<file path="src/rtl/fp_max_reduce_if.sv">
// Stream bundle for fp_max_reduce: element input channel and per-vector result channel.
interface fp_max_reduce_if #(
  parameter int DATA_WIDTH = 32,
  parameter int CNT_WIDTH  = 16
);
  logic                  in_valid;
  logic                  in_ready;
  logic [DATA_WIDTH-1:0] in_data;
  logic                  in_last;
  logic                  out_valid;
  logic                  out_ready;
  logic [DATA_WIDTH-1:0] out_data;
  logic [CNT_WIDTH-1:0]  out_count;

  modport master (
    output in_valid, in_data, in_last, out_ready,
    input  in_ready, out_valid, out_data, out_count
  );

  modport slave (
    input  in_valid, in_data, in_last, out_ready,
    output in_ready, out_valid, out_data, out_count
  );
endinterface

</file>
<file path="src/rtl/fp_max_reduce.sv">
// Streaming sign-magnitude FP max reduction: one element per cycle, one result per
// in_last-terminated vector, with the element count saturating at the counter width.
module fp_max_reduce #(
  parameter int DATA_WIDTH = 32,
  parameter int EXPO_WIDTH = 8,
  parameter int MANT_WIDTH = 23,
  parameter int CNT_WIDTH  = 16
) (
  input logic             clk,
  input logic             rst,
  fp_max_reduce_if.slave  bus
);

  localparam logic [1:0] IDLE  = 2'd0;
  localparam logic [1:0] ACCUM = 2'd1;
  localparam logic [1:0] DONE  = 2'd2;

  localparam logic [CNT_WIDTH-1:0] CNT_MAX = {CNT_WIDTH{1'b1}};
  localparam logic [CNT_WIDTH-1:0] CNT_ONE = {{(CNT_WIDTH-1){1'b0}}, 1'b1};

  logic [1:0]            state;
  logic [DATA_WIDTH-1:0] acc_p1;
  logic [CNT_WIDTH-1:0]  cnt_p1;
  logic                  in_ready_int;
  logic                  in_fire;
  logic                  out_fire;

  // Sign-magnitude ordering: a is the incoming element, b the running maximum.
  function automatic logic [DATA_WIDTH-1:0] bigger(
    input logic [DATA_WIDTH-1:0] a,
    input logic [DATA_WIDTH-1:0] b
  );
    logic                  sa;
    logic                  sb;
    logic [EXPO_WIDTH-1:0] ea;
    logic [EXPO_WIDTH-1:0] eb;
    logic [MANT_WIDTH-1:0] ma;
    logic [MANT_WIDTH-1:0] mb;
    logic                  abs_gt;
    sa     = a[DATA_WIDTH-1];
    sb     = b[DATA_WIDTH-1];
    ea     = a[DATA_WIDTH-2 -: EXPO_WIDTH];
    eb     = b[DATA_WIDTH-2 -: EXPO_WIDTH];
    ma     = a[MANT_WIDTH-1:0];
    mb     = b[MANT_WIDTH-1:0];
    abs_gt = (ea > eb) | ((ea == eb) & (ma > mb));
    case ({sa, sb})
      2'b00:   bigger = abs_gt ? a : b;
      2'b01:   bigger = a;
      2'b10:   bigger = b;
      default: bigger = abs_gt ? b : a;
    endcase
  endfunction

  function automatic logic [CNT_WIDTH-1:0] sat_inc(input logic [CNT_WIDTH-1:0] c);
    sat_inc = (c == CNT_MAX) ? CNT_MAX : c + CNT_ONE;
  endfunction

  assign in_ready_int  = (state != DONE) & ~rst;
  assign in_fire       = bus.in_valid & in_ready_int;
  assign out_fire      = (state == DONE) & bus.out_ready;

  assign bus.in_ready  = in_ready_int;
  assign bus.out_valid = (state == DONE);
  assign bus.out_data  = acc_p1;
  assign bus.out_count = cnt_p1;

  // Stage p1: running maximum and element count, updated once per accepted element
  always_ff @(posedge clk) begin
    if (rst) begin
      state  <= IDLE;
      acc_p1 <= '0;
      cnt_p1 <= '0;
    end else begin
      case (state)
        IDLE: begin
          if (in_fire) begin
            acc_p1 <= bus.in_data;
            cnt_p1 <= CNT_ONE;
            state  <= bus.in_last ? DONE : ACCUM;
          end
        end
        ACCUM: begin
          if (in_fire) begin
            acc_p1 <= bigger(bus.in_data, acc_p1);
            cnt_p1 <= sat_inc(cnt_p1);
            if (bus.in_last) state <= DONE;
          end
        end
        DONE: begin
          // acc is left holding the old result; it is overwritten by the next first beat
          if (out_fire) begin
            cnt_p1 <= '0;
            state  <= IDLE;
          end
        end
        default: state <= IDLE;
      endcase
    end
  end

endmodule

</file>
<file path="src/flat_wrapper.sv">
// flat-port wrapper written by rule: the top's interface ports become plain ports
module fp_max_reduce_flat 
#(
  parameter int DATA_WIDTH = 32,
  parameter int EXPO_WIDTH = 8,
  parameter int MANT_WIDTH = 23,
  parameter int CNT_WIDTH  = 16
)
  (clk, rst, bus_in_valid, bus_in_data, bus_in_last, bus_out_ready, bus_in_ready, bus_out_valid, bus_out_data, bus_out_count);
  fp_max_reduce_if #(.DATA_WIDTH(DATA_WIDTH), .CNT_WIDTH(CNT_WIDTH)) bus_i ();
  input logic clk;
  input logic rst;
  input wire logic [$bits(bus_i.in_valid)-1:0] bus_in_valid;
  input wire logic [$bits(bus_i.in_data)-1:0] bus_in_data;
  input wire logic [$bits(bus_i.in_last)-1:0] bus_in_last;
  input wire logic [$bits(bus_i.out_ready)-1:0] bus_out_ready;
  output wire logic [$bits(bus_i.in_ready)-1:0] bus_in_ready;
  output wire logic [$bits(bus_i.out_valid)-1:0] bus_out_valid;
  output wire logic [$bits(bus_i.out_data)-1:0] bus_out_data;
  output wire logic [$bits(bus_i.out_count)-1:0] bus_out_count;
  assign bus_i.in_valid = bus_in_valid;
  assign bus_i.in_data = bus_in_data;
  assign bus_i.in_last = bus_in_last;
  assign bus_i.out_ready = bus_out_ready;
  assign bus_in_ready = bus_i.in_ready;
  assign bus_out_valid = bus_i.out_valid;
  assign bus_out_data = bus_i.out_data;
  assign bus_out_count = bus_i.out_count;
  fp_max_reduce #(.DATA_WIDTH(DATA_WIDTH), .EXPO_WIDTH(EXPO_WIDTH), .MANT_WIDTH(MANT_WIDTH), .CNT_WIDTH(CNT_WIDTH)) u_core (.clk(clk), .rst(rst), .bus(bus_i));
endmodule
</file>
<file path="config.mk">
export PLATFORM = sky130hd
export DESIGN_NAME = fp_max_reduce_flat
export DESIGN_NICKNAME = d
export VERILOG_FILES = /design/src/rtl/fp_max_reduce_if.sv /design/src/rtl/fp_max_reduce.sv /design/src/flat_wrapper.sv
export SDC_FILE = /design/constraint.sdc
export NUM_CORES = 1
export LEC_CHECK = 0
export BUFFER_PORTS_ARGS = -buffer_cell sky130_fd_sc_hd__buf_4
export CAP_MARGIN = 40
export CELL_PAD_IN_SITES_DETAIL_PLACEMENT = 0
export CELL_PAD_IN_SITES_GLOBAL_PLACEMENT = 1
export CORE_MARGIN = 4
export CORE_UTILIZATION = 35
export CTS_CLUSTER_SIZE = 8
export DETAILED_ROUTE_END_ITERATION = 16
export GPL_TIMING_DRIVEN = 0
export PLACE_DENSITY = 0.84
export SLEW_MARGIN = 5
export SYNTH_ARGS = -nofsm -noshare
export SYNTH_HDL_FRONTEND = slang
export SYNTH_SLANG_ARGS = --single-unit
</file>
<file path="constraint.sdc">
create_clock -name clk -period 2.3 [get_ports clk]
set_input_delay 0.115 -clock clk [delete_from_list [all_inputs] [get_ports clk]]
set_output_delay 0.115 -clock clk [all_outputs]
set_load 0.005 [all_outputs]
</file>
==> impl_results.md <==
- Warnings from Yosys: 0
- I/O pins: 87
- Total gr overflow: 0
- Internal power: 1560 uW
- Drc violations: 0
- Via density: 4.97
- Worst Setup End Kind: flip-flop
- Placed cell areas: 0.00419 mm2
- Largest net degree at the start of global routing: 15
- CP Max Fanout: 5
- Gpl congestion: 0.802
- Slew headroom: 53.9%
- Share of layout cells above drive strength 1: 30.1%
- Antenna viol nets, final: 0
- P per Cell Area: 473 mW/mm2
- Cell family with most CP delay: simple AND/OR/NAND/NOR gates
- Yosys reg bits: 50
- Worst-margin pin slew: 0.691 ns
- RSZ-0062 raised after global routing: yes
- First-pass GRT wire length: 14900 um
- Logic pwr share: 27.4%
- Register area share after synthesis: 29.6%
- Synth cell types: 44
- Die Y: 106 um
- CTS buffer count: 5
- H-tree Lvls: 2
- Die Wd: 106 um
- Psw: 632 uW
- Clock slew at reported path FFs: 0.10 ns
- Total Wirelength: 8930 um
- WP buf/inv: 3
- Worst hold path type: in -> reg
- Endpoints failing setup: 32
- Crit path kind: reg -> reg
- Layout fillers: 883
- CTS max path bufs: 2
- Clock share of power: 29.5%
- Sw frac: 28.8%
- Initial antenna violation count: 0
- FP Rows: 35
- Crit path time final: 2.42 ns
- CP most frequent cell: buf_12
- Max Freq: 413 MHz
- Required time worst endpoint: 2.53 ns
- Vias: 3164
- Hold_ws: 0.0149 ns
- Buffers added on ports: 86
- P&R area growth vs syn: 37.1%
- Mapped Area: 0.00338 mm2
- Ys flop type: dfxtp_1
- Mapped Nets: 471
- Nets: 579
- VDD IR max: 0.213 mV
- Status: complete, but fails checks
- Crit path DAT: 2.66 ns
- Final hold viol count: 0
- Post-synth EDFFs: 0
- Die area: 0.0113 mm2
- CTS tree: done
- Async set-reset flop share out of synthesis: 0%
- Slowest cell delay on critical path: 0.43 ns
- Initial DRC count: 64
- Worst-path cell chain: inv_2 > ha_4 > nand4_1 > nor4_4 > o311ai_2 > and3_4 > o211ai_4 > buf_12 > buf_12 > mux2i_2
- Total power: 2190 uW
- Wirelength per Cell: 14.0 um
- Final Slew Violations: 0
- DP Wirelength: 6520 um
- Core area: 0.00933 mm2
- Overall Global Routing Usage: 15.9%
- Skew final: 0.00766 ns
- Leakage: 0.00207 uW
- Clk Tree Root Cell: clkbuf_8
- Worst path slowest cell: nor4_4
- Initial Util: 36.2%
- Final setup margin: -0.121 ns
- Vias in the first global route: 3078
- Final instance area: 0.00463 mm2
- Failing checks: negative setup slack
- Crit start category: flip-flop
- Fin crit share: 105%
- # hold bufs at CTS: 0
- Max-cap violations: 0
- Seq pwr share: 43.2%
- Gate count of the mapped netlist: 399
- TritonCTS Sinks: 50
- Ant diodes: 0
- Syn Area/Cell: 8.47 um2
- DRT Pass-1 Iters: 4
- Worst-Skew Late Latency: 0.31 ns
[cell usage after synthesis, types with 3 or more instances]
cell type	number	area share, %
mux2i_1	32	9.5
a21oi_1	24	3.6
and3_1	8	1.5
buf_12	3	1.8
nor3_1	7	1.0
nand4_1	8	1.5
a31oi_1	3	0.56
o21ai_0	25	3.7
nand2b_1	65	12
a211oi_1	3	0.67
ha_1	35	13
nand3_1	11	1.6
nor2b_1	7	1.3
clkbuf_1	13	1.4
a21o_1	6	1.3
nor2_1	14	1.6
dfxtp_1	50	30
inv_1	39	4.3
nand2_1	19	2.1
[per-stage QoR]
| stage | cells | utilization [%] | setup TNS [ns] | worst slack, ns |
|---|---|---|---|---|
| floorplan | 399 | - | 0 | 0.0814 |
| global placement | 614 | 44.9 | -7.05 | -0.232 |
| detailed placement | 614 | 44.9 | -9.08 | -0.319 |
| CTS | 633 | 48.6 | -0.314 | -0.0533 |
| global route | 637 | 49.7 | -6.81 | -0.260 |
| finish | 637 | 49.7 | -2.56 | -0.121 |
[cells in the final DEF, fill, tap and decap left out, types with 9 or more instances in the layout]
master,Yosys,final
dfxtp_2,0,11
nor2_1,14,14
a21oi_1,24,24
nand2_1,19,19
inv_1,39,35
clkbuf_1,13,11
dfxtp_1,50,39
nand2b_1,65,65
o21ai_0,25,25
mux2i_1,32,31
nand3_1,11,9
buf_4,0,96
ha_1,35,30
[repair_timing]
| item | 4_1_cts | 5_1_grt |
|---|---|---|
| pin swaps | 9 | 9 |
| setup endpoints to repair | 44 | 45 |
| gates resized for setup | 27 | 11 |
| cloned | 1 | 2 |
| buffers inserted | 11 | 3 |
[state kept, by name, indices dropped and copies added (netlist names)]
| name | flops |
|---|---|
| u_core.state | 2 |
| u_core.bus.out_data | 32 |
| u_core.bus.out_count | 16 |
[final timing paths]
check | start | cells after the start | slack [ns] | end
worst max-delay path | u_core.bus.out_data[14] | 10 | -0.12 | u_core.bus.out_data[12]
worst min-delay path | bus_in_last | 2 | 0.01 | u_core.state[0]
worst max register to register | u_core.bus.out_data[14] | 10 | -0.12 | u_core.bus.out_data[12]
worst min register to register | u_core.bus.out_data[20] | 2 | 0.49 | u_core.bus.out_data[20]
[power by group through the flow]
stage               Sequential (uW)  Clock (uW)  Combinational (uW)
CTS                             945         662                 579
detailed placement              964           0                 517
floorplan                       959           0                 317
global route                    954         703                 664
finish                          946         645                 599
global placement                962           0                 505
[cell families after synthesis]
| kind of cell | after synthesis | synth area share, % |
|---|---|---|
| compound gates | 78 | 14.6 |
| flops | 50 | 29.6 |
| simple gates | 147 | 25.3 |
| mux | 32 | 9.48 |
| buf+inv | 57 | 8.11 |
| fa+ha+maj | 35 | 13.0 |
[layout make-up]
class | instances | area (um2) | share of cell area (%)
clock buffers | 7 | 76.3 | 1.65
multi-input cells | 292 | 2230 | 48.1
plain buffers | 16 | 123 | 2.65
clock inverters | 1 | 30.0 | 0.648
inverters | 39 | 146 | 3.16
well taps | 129 | 161 | 3.48
repair buffers | 103 | 852 | 18.4
flip-flops and latches | 50 | 1010 | 21.9
[layer usage]
metal	GRT usage, %	routed length, um
met3	3.52	471
met5	0	0
met2	27.3	4360
met4	3.70	74
met1	20.2	4020
(Power assumes the default switching activity.)
